===== src/rtl/mmio_bridge_if.sv =====
// mmio_bridge_if: core-side memory port of the multicycle core.
//   address  : byte address driven by the core
//   data_out : core write data
//   we       : core write strobe
//   data_in  : read data returned to the core (combinational)
// The core is the master. The bridge is the slave.
interface mmio_bridge_if;
  logic [31:0] address;
  logic [31:0] data_out;
  logic        we;
  logic [31:0] data_in;

  modport master (output address, output data_out, output we, input data_in);
  modport slave  (input address, input data_out, input we, output data_in);
endinterface


===== src/rtl/mmio_bridge.sv =====
// mmio_bridge: decodes core accesses.
//   - RAM accesses (0x0xxx_xxxx) pass through to the external memory.
//   - On-chip peripherals: a TX FIFO feeding an 8N1 UART, a 64-bit cycle
//     counter, and a simulation exit register.
// Reads are zero-wait combinational. Writes take effect on the rising clk edge.
// Ports:
//   clk, reset   : clock, asynchronous active-high reset
//   bus          : core port (address, data_out, we -> data_in)
//   ram_*        : external RAM port (address/wdata pass-through, gated we)
//   uart_tx      : serial output, idle high, registered
//   halted       : set by a write to EXIT, cleared only by reset
//   exit_code    : value written to EXIT
module mmio_bridge #(
  parameter int CLKS_PER_BIT = 4,
  parameter int FIFO_DEPTH   = 8
) (
  input  logic         clk,
  input  logic         reset,
  mmio_bridge_if.slave bus,
  output logic [31:0]  ram_address,
  output logic [31:0]  ram_wdata,
  output logic         ram_we,
  input  logic [31:0]  ram_rdata,
  output logic         uart_tx,
  output logic         halted,
  output logic [31:0]  exit_code
);
  localparam logic [31:0] ADDR_TXDATA   = 32'h1000_0000;
  localparam logic [31:0] ADDR_STATUS   = 32'h1000_0004;
  localparam logic [31:0] ADDR_CYCLE_LO = 32'h1000_0008;
  localparam logic [31:0] ADDR_CYCLE_HI = 32'h1000_000C;
  localparam logic [31:0] ADDR_EXIT     = 32'h1000_0010;
  localparam int AW = $clog2(FIFO_DEPTH);
  localparam int CW = $clog2(CLKS_PER_BIT);
  localparam logic [CW-1:0] CNT_LAST = CW'(CLKS_PER_BIT - 1);

  typedef enum logic [1:0] {S_IDLE, S_START, S_DATA, S_STOP} uart_state_e;

  // Address decode
  logic is_ram, sel_txdata, sel_status, sel_exit;
  assign is_ram     = (bus.address[31:28] == 4'h0);
  assign sel_txdata = (bus.address == ADDR_TXDATA);
  assign sel_status = (bus.address == ADDR_STATUS);
  assign sel_exit   = (bus.address == ADDR_EXIT);

  assign ram_address = bus.address;
  assign ram_wdata   = bus.data_out;
  assign ram_we      = bus.we & is_ram & ~halted;

  // Cycle counter
  logic [63:0] cycle_cnt;
  always_ff @(posedge clk or posedge reset) begin
    // NOTE: sequential state uses non-blocking (<=) so every register samples pre-edge values.
    if (reset) cycle_cnt <= '0;
    else       cycle_cnt <= cycle_cnt + 64'd1;
  end

  // TX FIFO. The extra pointer MSB tells full from empty.
  logic [7:0]  fifo_mem [FIFO_DEPTH];
  logic [AW:0] wr_ptr, rd_ptr;
  logic        fifo_empty, fifo_full;
  logic        push_req, do_push, pop, overflow, ovf_set, ovf_clr;

  assign fifo_empty = (wr_ptr == rd_ptr);
  assign fifo_full  = (wr_ptr[AW] != rd_ptr[AW]) && (wr_ptr[AW-1:0] == rd_ptr[AW-1:0]);
  assign push_req   = bus.we & sel_txdata & ~halted;
  // A simultaneous pop frees a slot, so a push into a full FIFO still lands.
  assign do_push    = push_req & (~fifo_full | pop);
  assign ovf_set    = push_req & fifo_full & ~pop;
  assign ovf_clr    = bus.we & sel_status & bus.data_out[3];

  // NOTE: the data storage has no reset; pointers alone define the contents.
  always_ff @(posedge clk) begin
    if (do_push) fifo_mem[wr_ptr[AW-1:0]] <= bus.data_out[7:0];
  end

  always_ff @(posedge clk or posedge reset) begin
    if (reset) begin
      wr_ptr   <= '0;
      rd_ptr   <= '0;
      overflow <= 1'b0;
    end else begin
      if (do_push) wr_ptr <= wr_ptr + 1'b1;
      if (pop)     rd_ptr <= rd_ptr + 1'b1;
      if (ovf_clr)      overflow <= 1'b0;
      else if (ovf_set) overflow <= 1'b1;
    end
  end

  // UART serializer
  uart_state_e   state, state_n;
  logic [CW-1:0] clk_cnt, clk_cnt_n;
  logic [2:0]    bit_cnt, bit_cnt_n;
  logic [7:0]    shreg, shreg_n;
  logic          tx_reg, tx_n;
  logic          bit_done;

  assign bit_done = (clk_cnt == CNT_LAST);

  always_ff @(posedge clk or posedge reset) begin
    if (reset) begin
      state   <= S_IDLE;
      clk_cnt <= '0;
      bit_cnt <= '0;
      shreg   <= '0;
      tx_reg  <= 1'b1;
    end else begin
      state   <= state_n;
      clk_cnt <= clk_cnt_n;
      bit_cnt <= bit_cnt_n;
      shreg   <= shreg_n;
      tx_reg  <= tx_n;
    end
  end

  // The line value is computed one step ahead so that uart_tx comes
  // straight from a flop and changes on the same edge as the state.
  always_comb begin
    // NOTE: every output gets a default first so no path infers a latch.
    state_n   = state;
    clk_cnt_n = clk_cnt + CW'(1);
    bit_cnt_n = bit_cnt;
    shreg_n   = shreg;
    tx_n      = tx_reg;
    pop       = 1'b0;
    case (state)
      S_IDLE: begin
        clk_cnt_n = '0;
        if (!fifo_empty) begin
          pop     = 1'b1;
          shreg_n = fifo_mem[rd_ptr[AW-1:0]];
          tx_n    = 1'b0;
          state_n = S_START;
        end
      end
      S_START: begin
        if (bit_done) begin
          clk_cnt_n = '0;
          bit_cnt_n = '0;
          tx_n      = shreg[0];
          state_n   = S_DATA;
        end
      end
      S_DATA: begin
        if (bit_done) begin
          clk_cnt_n = '0;
          if (bit_cnt == 3'd7) begin
            tx_n    = 1'b1;
            state_n = S_STOP;
          end else begin
            bit_cnt_n = bit_cnt + 3'd1;
            shreg_n   = {1'b0, shreg[7:1]};
            tx_n      = shreg[1];
          end
        end
      end
      S_STOP: begin
        if (bit_done) begin
          clk_cnt_n = '0;
          state_n   = S_IDLE;
        end
      end
      default: state_n = S_IDLE;
    endcase
  end

  assign uart_tx = tx_reg;

  // Exit register
  always_ff @(posedge clk or posedge reset) begin
    if (reset) begin
      halted    <= 1'b0;
      exit_code <= '0;
    end else if (bus.we && sel_exit && !halted) begin
      halted    <= 1'b1;
      exit_code <= bus.data_out;
    end
  end

  // Read mux
  always_comb begin
    bus.data_in = '0;
    if (is_ram) begin
      bus.data_in = ram_rdata;
    end else begin
      case (bus.address)
        ADDR_STATUS:   bus.data_in = {28'd0, overflow, (state != S_IDLE), fifo_empty, fifo_full};
        ADDR_CYCLE_LO: bus.data_in = cycle_cnt[31:0];
        ADDR_CYCLE_HI: bus.data_in = cycle_cnt[63:32];
        ADDR_EXIT:     bus.data_in = exit_code;
        default:       bus.data_in = '0;
      endcase
    end
  end
endmodule


===== src/flat_wrapper.sv =====
// flat-port wrapper written by rule: the top's interface ports become plain ports
module mmio_bridge_flat 
#(
  parameter int CLKS_PER_BIT = 4,
  parameter int FIFO_DEPTH   = 8
)
  (clk, reset, ram_address, ram_wdata, ram_we, ram_rdata, uart_tx, halted, exit_code, bus_address, bus_data_out, bus_we, bus_data_in);
  mmio_bridge_if bus_i ();
  input  logic clk;
  input  logic reset;
  output logic [31:0] ram_address;
  output logic [31:0] ram_wdata;
  output logic ram_we;
  input  logic [31:0] ram_rdata;
  output logic uart_tx;
  output logic halted;
  output logic [31:0] exit_code;
  input wire logic [$bits(bus_i.address)-1:0] bus_address;
  input wire logic [$bits(bus_i.data_out)-1:0] bus_data_out;
  input wire logic [$bits(bus_i.we)-1:0] bus_we;
  output wire logic [$bits(bus_i.data_in)-1:0] bus_data_in;
  assign bus_i.address = bus_address;
  assign bus_i.data_out = bus_data_out;
  assign bus_i.we = bus_we;
  assign bus_data_in = bus_i.data_in;
  mmio_bridge #(.CLKS_PER_BIT(CLKS_PER_BIT), .FIFO_DEPTH(FIFO_DEPTH)) u_core (.clk(clk), .reset(reset), .bus(bus_i), .ram_address(ram_address), .ram_wdata(ram_wdata), .ram_we(ram_we), .ram_rdata(ram_rdata), .uart_tx(uart_tx), .halted(halted), .exit_code(exit_code));
endmodule

===== config.mk =====
export PLATFORM = sky130hd
export DESIGN_NAME = mmio_bridge_flat
export DESIGN_NICKNAME = d
export VERILOG_FILES = /design/src/rtl/mmio_bridge_if.sv /design/src/rtl/mmio_bridge.sv /design/src/flat_wrapper.sv
export SDC_FILE = /design/constraint.sdc
export NUM_CORES = 1
export LEC_CHECK = 0
export CAP_MARGIN = 20
export CORE_AREA = 2 2 131 165
export CTS_BUF_LIST = sky130_fd_sc_hd__clkbuf_2 sky130_fd_sc_hd__clkbuf_4 sky130_fd_sc_hd__clkbuf_8
export CTS_CLUSTER_DIAMETER = 100
export CTS_CLUSTER_SIZE = 8
export DETAILED_ROUTE_END_ITERATION = 6
export DIE_AREA = 0 0 133 167
export PLACE_DENSITY = 0.78
export SLEW_MARGIN = 30
export SYNTH_ARGS = -nofsm -noshare
export SYNTH_HDL_FRONTEND = slang
export SYNTH_SLANG_ARGS = --single-unit

===== constraint.sdc =====
create_clock -name clk -period 4.7 [get_ports clk]
set_clock_uncertainty 0.1 [all_clocks]
set_input_delay 1.41 -clock clk [delete_from_list [all_inputs] [get_ports clk]]
set_output_delay 1.41 -clock clk [all_outputs]
set_load 0.03 [all_outputs]

==> run_results.csv <==
group,metric,value,unit
die,dieWidth,133,um
synth,synth.net_count,912,
setup_path,timing.reg2reg.setup_slack,2.11,ns
final_layout,drive_above_1_share,26.4,%
clock_tree,clock_sinks,186,
synth,post_synth_instance_area,9520,um2
setup_path,slowest_delay,0.31,ns
placement,portBuffers,229,
global_route,antenna_found_initial,0,
synth,post_synth_and_or_nand_nor_area_fraction,13.7,%
global_route,globalRouteTotalUtil,23.2,%
final_layout,layout.cells.most_common_list,"166 x sky130_fd_sc_hd__clkdlybuf4s50_1, 121 x sky130_fd_sc_hd__dfrtp_1, 85 x sky130_fd_sc_hd__buf_4",
status,failed_checks,"negative setup slack",
synth,post_synth_main_area_contributors,"sky130_fd_sc_hd__dfrtp_1 32%, sky130_fd_sc_hd__edfxtp_1 20%, sky130_fd_sc_hd__mux2_2 5.1%",
placement,detailedPlacementHpwl,18.0,mm
final_layout,diodes,0,
setup_path,worst-endpoint-arrival,3.21,ns
die,number_of_ports_placed_on_the_die_boundary,230,
clock_tree,clkSlewWorstSetupHoldPaths,0.08,ns
sta,max_slew.worst_pin.slew,0.798,ns
sta,fmaxAchievable,212,MHz
sta,slew_headroom,46.8,%
setup_path,critical_path_buffers_and_inverters,5,
synth,synth_top_cell_by_area,"sky130_fd_sc_hd__dfrtp_1",
clock_tree,clkLatencyLatePin,0.47,ns
synth,dominantRegCellSynth,"sky130_fd_sc_hd__dfrtp_1",
setup_path,path_cells,"dlygate4sd2_1 -> nor4_2 -> and2_4 -> buf_4 -> nand4_1 -> buf_4 -> buf_12 -> o21ai_0 -> a21o_1 -> buf_6",
synth,synth-async-reset-ratio,65.6,%
clock_tree,tritoncts.num_buffers,17,
sta,setup_viol,4,
drt,drcViolationCount,0,
sta,tcrit_tclk_final,100,%
pwr,power.density_cell_area,245,nW/um2
setup_path,timing.critical_path.max_delay_family,"buffers and inverters",
drt,via_per_inst,5.42,
pwr,power.total,3.18,mW
drt,dr.first_iter.drc_count,468,
sta,hold_viol_final,0,
final_layout,flow.area_growth_from_synthesis,36.2,%
synth,synthesis.yosys.warnings,0,
die,placeableCoreArea,20600,um2
drt,antenna_left,0,
setup_path,critical_path.startpoint_type,"input port",
die,die_h,167,um
sta,min_period,4.72,ns
drt,routedWlPerCell,20.1,um
placement,routabilityCongestion,0.858,
synth,synth_edf_count,64,
synth,avgSynthCellArea,11.9,um2
global_route,largest_net_degree_at_the_start_of_global_routing,65,
clock_tree,count_of_h_tree_levels_built_during_cts,4,
final_layout,multi_input_comb_area,4080,um2
setup_path,crit_fanout,14,
die,num_rows,59,
clock_tree,tritoncts,"built",
status,status,"finished, violations left",
pwr,p_leak,5.64,nW
global_route,grt_first_pass_wirelength,40.0,mm
final_layout,layout.nets,1154,
die,initial_utilization,46.2,%
synth,post_synth_mux_area_share,13.1,%
min_path,holdCritPathClass,"reg -> reg",
sta,setup_ws,-0.0170,ns
synth,ys_seq_elements,186,
setup_path,r2r-end,"u_core.cycle_cnt[63]",
min_path,worst_hold_startpoint,"u_core.clk_cnt[0]",
clock_tree,library_cell_used_as_clock_root_buffer,"sky130_fd_sc_hd__clkbuf_8",
final_layout,seqCellArea,4980,um2
sta,tns,-0.0503,ns
drt,vias,7226,
synth,synth_largest_type_area_fraction,31.8,%
global_route,first_global_vias,7364,
setup_path,critPathMostFrequentCell,"sky130_fd_sc_hd__buf_4",
synth,post_synth_num_cell_types,52,
setup_path,worstSetupPathType,"in -> out",
synth,synth_top_family_by_area,"simple AND/OR/NAND/NOR gates",
setup_path,regToRegStartpoint,"u_core.cycle_cnt[23]",
synth,synth_xor_area_share,6.63,%
synth,synth_sequential_area_ratio,52.3,%
clock_tree,clock_tree.buffer_depth,2,
synth,yosys.area_share.adder,1.31,%
final_layout,layout.filler_cells,1574,
sta,timing_max_transition_violations_final,0,
pwr,irDropWorstVdd,0.192,mV
setup_path,end_kind,"output port",
drt,length_of_the_first_detailed_routing_pass_in_iterations,6,
synth,synth-compound-area-share,6.06,%
die,die_area,22200,um2
setup_path,cpMaxStageDelayCell,"sky130_fd_sc_hd__nor4_2",
setup_path,rr_worst_depth,5,
job,cap_violations,0,
global_route,grt_remaining_overflow,0,
drt,detail_route.wirelength,26.8,mm
min_path,worstHoldPathCells,1,
final_layout,most_common_cell_after_layout_fill_and_taps_aside,"sky130_fd_sc_hd__clkdlybuf4s50_1",
setup_path,cp.required,3.19,ns
min_path,hold_path_end,"u_core.clk_cnt[0]",
sta,grt_setup_unrepaired,"yes",
synth,syn_inst,803,
-- report_power, final --
group	internal [mW]	switching (mW)	leakage [nW]	total, mW
clock network	0.528	0.554	0.208	1.08
logic	0.180	0.201	3.17	0.382
registers	1.70	0.0153	2.26	1.72
total	2.41	0.771	5.64	3.18
-- per-layer routing --
layer  up-vias  part of all wire [%]  GRT usage [%]
met5         -                     0              0
met4         0                   2.6           9.12
met3        54                   4.6           3.74
met2       255                    53           41.1
met1      3601                    40           28.4
li1       3316                     -              -
-- worst reg2reg max path, delay by kind of cell (launching register included) --
kind | cells | cell delay, ns
xor gates and xnor gates | 1 | 0.17
and+or+nand+nor | 4 | 1.82
DFF | 1 | 0.44
-- timing repair --
action                     4_1_cts  5_1_grt
gates cloned                     1        4
gates resized for setup         69       72
setup endpoints to repair       32       88
pin swaps                       19       14
setup buffers                   20        5
hold buffers                     0        0
-- flip-flops by register name, summed over array words and instances (netlist names) --
name              cells
u_core.clk_cnt        2
u_core.fifo_mem      64
u_core.cycle_cnt     64
u_core.shreg          8
u_core.exit_code     32
u_core.bit_cnt        3
u_core.rd_ptr         4
u_core.uart_tx        1
u_core.state          2
u_core.halted         1
u_core.overflow       1
u_core.wr_ptr         4
-- Yosys cell counts, drive strengths merged, types with 3 or more instances --
cell type	number
nor2b	3
edfxtp	64
nor3	15
or2	5
mux2	43
inv	12
dfrtp	121
a22o	7
nor2	36
nand4	24
and2	5
and3	8
xnor2	41
mux4	16
or3	3
nand2b	5
or4	4
nand2	72
mux2i	40
nand3	25
o21ai	40
ha	10
clkbuf	24
a21o	30
o22ai	3
xor2	31
buf	71
nor4	23
nor4b	3
-- worst max path at each step --
stage	start	to	slack (ns)	cells after the start
2_1_floorplan	bus_address[25]	bus_data_in[10]	0.17	6
3_3_place_gp	bus_address[25]	bus_data_in[4]	-0.41	9
6_report	bus_address[16]	bus_data_in[6]	-0.02	10
4_1_cts	bus_address[18]	bus_data_in[0]	0.009	9
5_1_grt	bus_address[16]	bus_data_in[16]	-0.09	9
3_5_place_dp	bus_address[0]	bus_data_in[4]	-0.42	8
-- area by class of cell --
class | instances | area share (%)
inverters | 12 | 0.376
clock buffers | 24 | 2.31
multi-input cells | 510 | 31.5
well taps | 274 | 2.64
clock inverters | 8 | 0.743
repair buffers | 318 | 24.0
flip-flops and latches | 186 | 38.4
-- cells by family (layout without fill, tap and decap cells) --
family,Yosys count,in the layout
fa+ha+maj,10,10
simple gates,240,240
buf+inv,107,362
xor+xnor,72,72
mux,99,99
flops,186,186
compound gates,89,89
-- through the flow --
stage          hold WS [ns]  setup WS (ns)  utilization, %  area (um2)  cells
5_1_grt               0.369        -0.0887            62.9       13000   1332
3_3_place_gp          0.317         -0.408            58.5       12000   1270
2_1_floorplan         0.308          0.167               -        9520    803
6_report              0.346        -0.0170            62.9       13000   1332
4_1_cts               0.347        0.00859            61.7       12700   1323
3_5_place_dp          0.334         -0.417            58.5       12000   1270
(Power assumes the default switching activity.)
